`src/rtl/data_mem_ctrl.sv`:
```
// data_mem_ctrl: parametrised byte-enabled data memory with a valid/ready
// request port, registered read response and an optional post-reset clear.
module data_mem_ctrl #(
    parameter int DW         = 16,
    parameter int AW         = 6,
    parameter int DEPTH      = 64,
    parameter int INIT_CLEAR = 1
) (
    input  logic            CLK,
    input  logic            RST_N,
    input  logic            REQ_VALID,
    output logic            REQ_READY,
    input  logic            REQ_WE,
    input  logic [AW-1:0]   REQ_ADDR,
    input  logic [DW-1:0]   REQ_WDATA,
    input  logic [DW/8-1:0] REQ_BE,
    output logic            RSP_VALID,
    input  logic            RSP_READY,
    output logic [DW-1:0]   RSP_RDATA,
    output logic            RSP_ERR,
    output logic            BUSY
);

    localparam int BW = DW / 8;

    localparam logic [0:0] ST_CLEAR  = 1'b0;
    localparam logic [0:0] ST_RUN    = 1'b1;
    localparam logic [0:0] RST_STATE = (INIT_CLEAR != 0) ? ST_CLEAR : ST_RUN;

    localparam logic [AW-1:0] LAST  = AW'(DEPTH - 1);
    localparam logic [AW:0]   LIMIT = (AW + 1)'(DEPTH);

    logic [DW-1:0] mem [DEPTH];

    logic [0:0]    state;
    logic [AW-1:0] cnt;
    logic          in_range;
    logic          accept;
    logic          wr_acc;
    logic          rd_acc;

    assign in_range  = ({1'b0, REQ_ADDR} < LIMIT);
    assign REQ_READY = (state == ST_RUN) && (!RSP_VALID || RSP_READY);
    assign accept    = REQ_VALID && REQ_READY;
    assign wr_acc    = accept && REQ_WE;
    assign rd_acc    = accept && !REQ_WE;
    assign BUSY      = (state == ST_CLEAR);

    // Clear sequencer: sweep cnt across the array once, then run until reset.
    always_ff @(posedge CLK or negedge RST_N) begin
        if (!RST_N) begin
            state <= RST_STATE;
            cnt   <= '0;
        end else if (state == ST_CLEAR) begin
            cnt <= cnt + 1'b1;
            if (cnt == LAST) begin
                state <= ST_RUN;
            end
        end
    end

    // Single write port: clear writes in CLEAR, byte-masked request writes in RUN.
    always_ff @(posedge CLK) begin
        if (state == ST_CLEAR) begin
            mem[cnt] <= '0;
        end else if (wr_acc && in_range) begin
            for (int i = 0; i < BW; i++) begin
                if (REQ_BE[i]) begin
                    mem[REQ_ADDR][8*i +: 8] <= REQ_WDATA[8*i +: 8];
                end
            end
        end
    end

    // Response register: load on read accept, retire on consumer handshake.
    always_ff @(posedge CLK or negedge RST_N) begin
        if (!RST_N) begin
            RSP_VALID <= 1'b0;
            RSP_RDATA <= '0;
            RSP_ERR   <= 1'b0;
        end else if (rd_acc) begin
            RSP_VALID <= 1'b1;
            RSP_RDATA <= in_range ? mem[REQ_ADDR] : '0;
            RSP_ERR   <= !in_range;
        end else if (RSP_VALID && RSP_READY) begin
            RSP_VALID <= 1'b0;
        end
    end

endmodule

```
`config.mk`:
```
export PLATFORM = sky130hd
export DESIGN_NAME = data_mem_ctrl
export DESIGN_NICKNAME = d
export VERILOG_FILES = /design/src/rtl/data_mem_ctrl.sv
export SDC_FILE = /design/constraint.sdc
export NUM_CORES = 1
export LEC_CHECK = 0
export ABC_AREA = 1
export BUFFER_PORTS_ARGS = -buffer_cell sky130_fd_sc_hd__buf_2
export CELL_PAD_IN_SITES_DETAIL_PLACEMENT = 1
export CELL_PAD_IN_SITES_GLOBAL_PLACEMENT = 1
export CORE_MARGIN = 1.5
export CORE_UTILIZATION = 50
export CTS_BUF_LIST = sky130_fd_sc_hd__clkbuf_16
export CTS_CLUSTER_DIAMETER = 60
export CTS_CLUSTER_SIZE = 10
export DETAILED_ROUTE_END_ITERATION = 12
export GPL_TIMING_DRIVEN = 0
export PLACE_DENSITY = 0.76
export SYNTH_ARGS = -nofsm -noshare
export SYNTH_HDL_FRONTEND = slang
export SYNTH_SLANG_ARGS = --single-unit
export TNS_END_PERCENT = 1
```
`constraint.sdc`:
```
create_clock -name CLK -period 9.7 [get_ports CLK]
set_clock_uncertainty 0.2 [all_clocks]
set_input_delay 0 -clock CLK [delete_from_list [all_inputs] [get_ports CLK]]
set_output_delay 0 -clock CLK [all_outputs]
set_load 0.05 [all_outputs]
```
==> results.cfg <==
[drt]
dr_wl_met3_um = 20680
drtIter0Drc = 4706
drt-pass1-iter-count = 6
met2_length_um = 74420
viasPerCell = 6.328
wirelength_um = 165900
ant_nets = 0
via_count = 32660
remaining_drc_errors = 0
routed.top_layer = met4
wl_per_cell_um = 32.14
met1_length_um = 60830

[die]
die_area_um2 = 87540
die_h_um = 295.9
coreArea_um2 = 85010
ios = 49
start_util_pct = 50.45
num_rows = 107
fp.dieW_um = 295.9

[clock_network]
clk_pin_slew_ns = 0.06
post-cts-setup-buffers = 0
cts-root-buf = clkbuf_16
cts_inserted_buffers = 116
cts_tree = done
clock_sinks = 1048
clock_latency_ns = 0.70
clockBufferDepth = 3
h-tree-depth = 3

[global_route]
grt_pass1_vias = 32930
overflow = 0
grt_pass1_wl_um = 232800
antenna_found_initial = 4
grt_max_degree = 41
grt_usage_pct = 38.20

[pwr]
p_clk_share_pct = 41.8
seqPwrFrac_pct = 51.7
peakVddDrop_uv = 155.6
p_per_area_nw_per_um2 = 194.4
netSwitchingFraction_pct = 23.66
combPwrFrac_pct = 6.5
finalPower_uw = 9472
p_int_uw = 7231
power.switching_uw = 2241
leakage_uw = 0.01772

[setup_path]
crit_type = input port to register
path_depth = 15
reg2reg_depth = 11
worstPathCellList = buf_2 > clkbuf_1 > buf_1 > nand2_1 > nand3_1 > nand3_1 > nand3_1 > nand2_1 > nand2_1 > nand3_1 > nand2_1 > nand2_1 > dlygate4sd3_1 > nand2_1 > dlygate4sd3_1
crit_buf_inv = 5
cp_data_required_time_ns = 10.14
r2r-end = mem[59][4]$_DFFE_PP_
crit_family = buffers and inverters
r2r_slack_ns = 5.43
cpMostUsedCell = nand2_1
cp.arrival_ns = 4.79
worstPathMaxFanout = 11
slowest_delay_ns = 1.19
worstSetupStartpointType = input port
critPathSlowestCell = clkbuf_1
r2r-start = state$_DFF_PN0_
endpoint_kind = register

[sta]
post-route-period-util_pct = 44.84
finalHoldViolCount = 0
setup_viol = 0
rsz0062_at_grt = no
tightest_slew_ns = 1.592
fmax_mhz = 229.9
whs_ns = 0.09780
drv_slew = 32
period_needed_ns = 4.349
setup_ws_ns = 5.351
fin_tns_setup_ns = 0
max_slew_margin_pct = -6.161

[run_status]
outcome = finished, violations left
violations = capacitance limit, slew limit

[synth]
ys_seq_area_share_pct = 73.10
ys.warnings.count = 0
synth_top_area_cell = edfxtp_1
syn_area_um2 = 42890
synth.avg_cell_area_um2 = 11.47
synth_seq_cells = 1048
synth_top_cell_area_share_pct = 71.70
synthCells = 3740
synthTopCellsByArea = edfxtp_1, nand2_1, nand3_1, clkbuf_1, dfrtp_1
synth_nets = 3770
yosysUniqueCellTypes = 28

[hold_path]
hold_class = input port to register
hold_depth = 4
hold_end = mem[49][6]$_DFFE_PP_
min_from = REQ_WDATA[6]

[place]
dpl-instance-area_um2 = 45140
place_congestion = 1.075
dpl.hpwl_um = 116900
pre_cts_slack_ns = 5.531
io_buffers = 43

[final_layout]
nets = 3984
area_growth_pct = 13.63
stdcell_area_um2 = 48730
drive_above_1_share_pct = 7.075

[job]
cap_violations = 4
==> Yosys cell counts (all sizes together) <==
master / n
clkinv: 2
nor3: 2
nand2: 1300
a21oi: 3
o21ai: 8
inv: 37
nand3: 931
xnor2: 2
edfxtp: 1024
nor2: 164
clkbuf: 168
conb: 1
ha: 1
xor2: 3
dfrtp: 24
buf: 70
==> logic make-up after synthesis <==
group	count (synthesis)	synth area share, %
AND/OR/NAND/NOR	2397	23.99
other	1	0.008744
flip-flops	1048	73.10
buffers and inverters	277	2.547
XOR/XNOR	5	0.1021
adder cells (fa/ha/maj)	1	0.02917
AO/OA/AOI/OAI	11	0.2247
==> power groups by stage <==
stage / combinational, µW / clock (µW) / sequential (µW)
CTS: 585 / 3930 / 4900
detailed placement: 569 / 0 / 4990
global placement: 548 / 0 / 4990
floorplan: 295 / 0 / 5000
finish: 616 / 3960 / 4900
global route: 636 / 4080 / 4900
==> worst register-to-register path, stage by stage (launching register included) <==
cell and delay [ns]:
dfrtp_1 0.38, inv_2 0.19, a21oi_4 0.20, nand3_2 0.22, nor2_4 0.24, buf_6 0.20
nand2_1 0.10, o21ai_2 0.17, nand2_1 0.19, nor2_4 0.46, nand2_1 0.16, nor2_1 1.14
==> cell usage in the layout, fill, tap and decap left out, drive strengths merged, types with 2 or more instances in the layout <==
cell / instances
o21ai: 8
dfrtp: 24
edfxtp: 1024
xnor2: 2
dlygate4sd3: 28
a21oi: 3
nor3: 2
clkbuf: 287
buf: 138
nor2: 164
inv: 89
nand2: 1300
xor2: 3
clkinv: 8
nand3: 931
diode: 3
==> repair_timing <==
item	CTS	global route
hold buffers	29	0
gates resized for setup	0	0
hold endpoints to repair	1064	0
==> stage by stage <==
stage          cells  utilization [%]
2_1_floorplan   3740                -
3_3_place_gp    4927            52.39
3_5_place_dp    4951            53.10
4_1_cts         5158            57.30
5_1_grt         5158            57.32
6_report        5161            57.32
==> layer usage <==
layer	track usage, %	vias to the layer above
met2	58.38	2191
met4	19.89	0
met1	50.02	16520
met3	10.60	453
li1	-	13490
met5	0	-
==> final cells by class <==
class / count / area (µm²)
Inverter: 39 / 148.9
Timing Repair Buffer: 96 / 1003
Tap cell: 1144 / 1431
Fill cell: 8766 / 36280
Buffer: 238 / 944.7
Sequential cell: 1048 / 31350
Multi-Input combinational cell: 2415 / 10580
Clock inverter: 59 / 290.3
Clock buffer: 119 / 2978
Antenna cell: 3 / 7.507
==> sequential cells by signal (all words and copies together) (netlist names) <==
| signal | cells |
|---|---|
| mem | 1024 |
| RSP_RDATA | 16 |
| cnt | 6 |
| RSP_VALID | 1 |
| state | 1 |
==> worst max path at each step <==
stage	start	endpoint
3_3_place_gp	state$_DFF_PN0_	mem[15][6]$_DFFE_PP_
2_1_floorplan	RSP_VALID$_DFFE_PN0P_	mem[0][10]$_DFFE_PP_
4_1_cts	state$_DFF_PN0_	mem[57][2]$_DFFE_PP_
3_5_place_dp	REQ_ADDR[1]	mem[59][1]$_DFFE_PP_
6_report	REQ_ADDR[0]	RSP_RDATA[12]$_DFFE_PN0P_
5_1_grt	RSP_READY	mem[59][5]$_DFFE_PP_
Note: power is estimated with default switching activity, not from simulation.
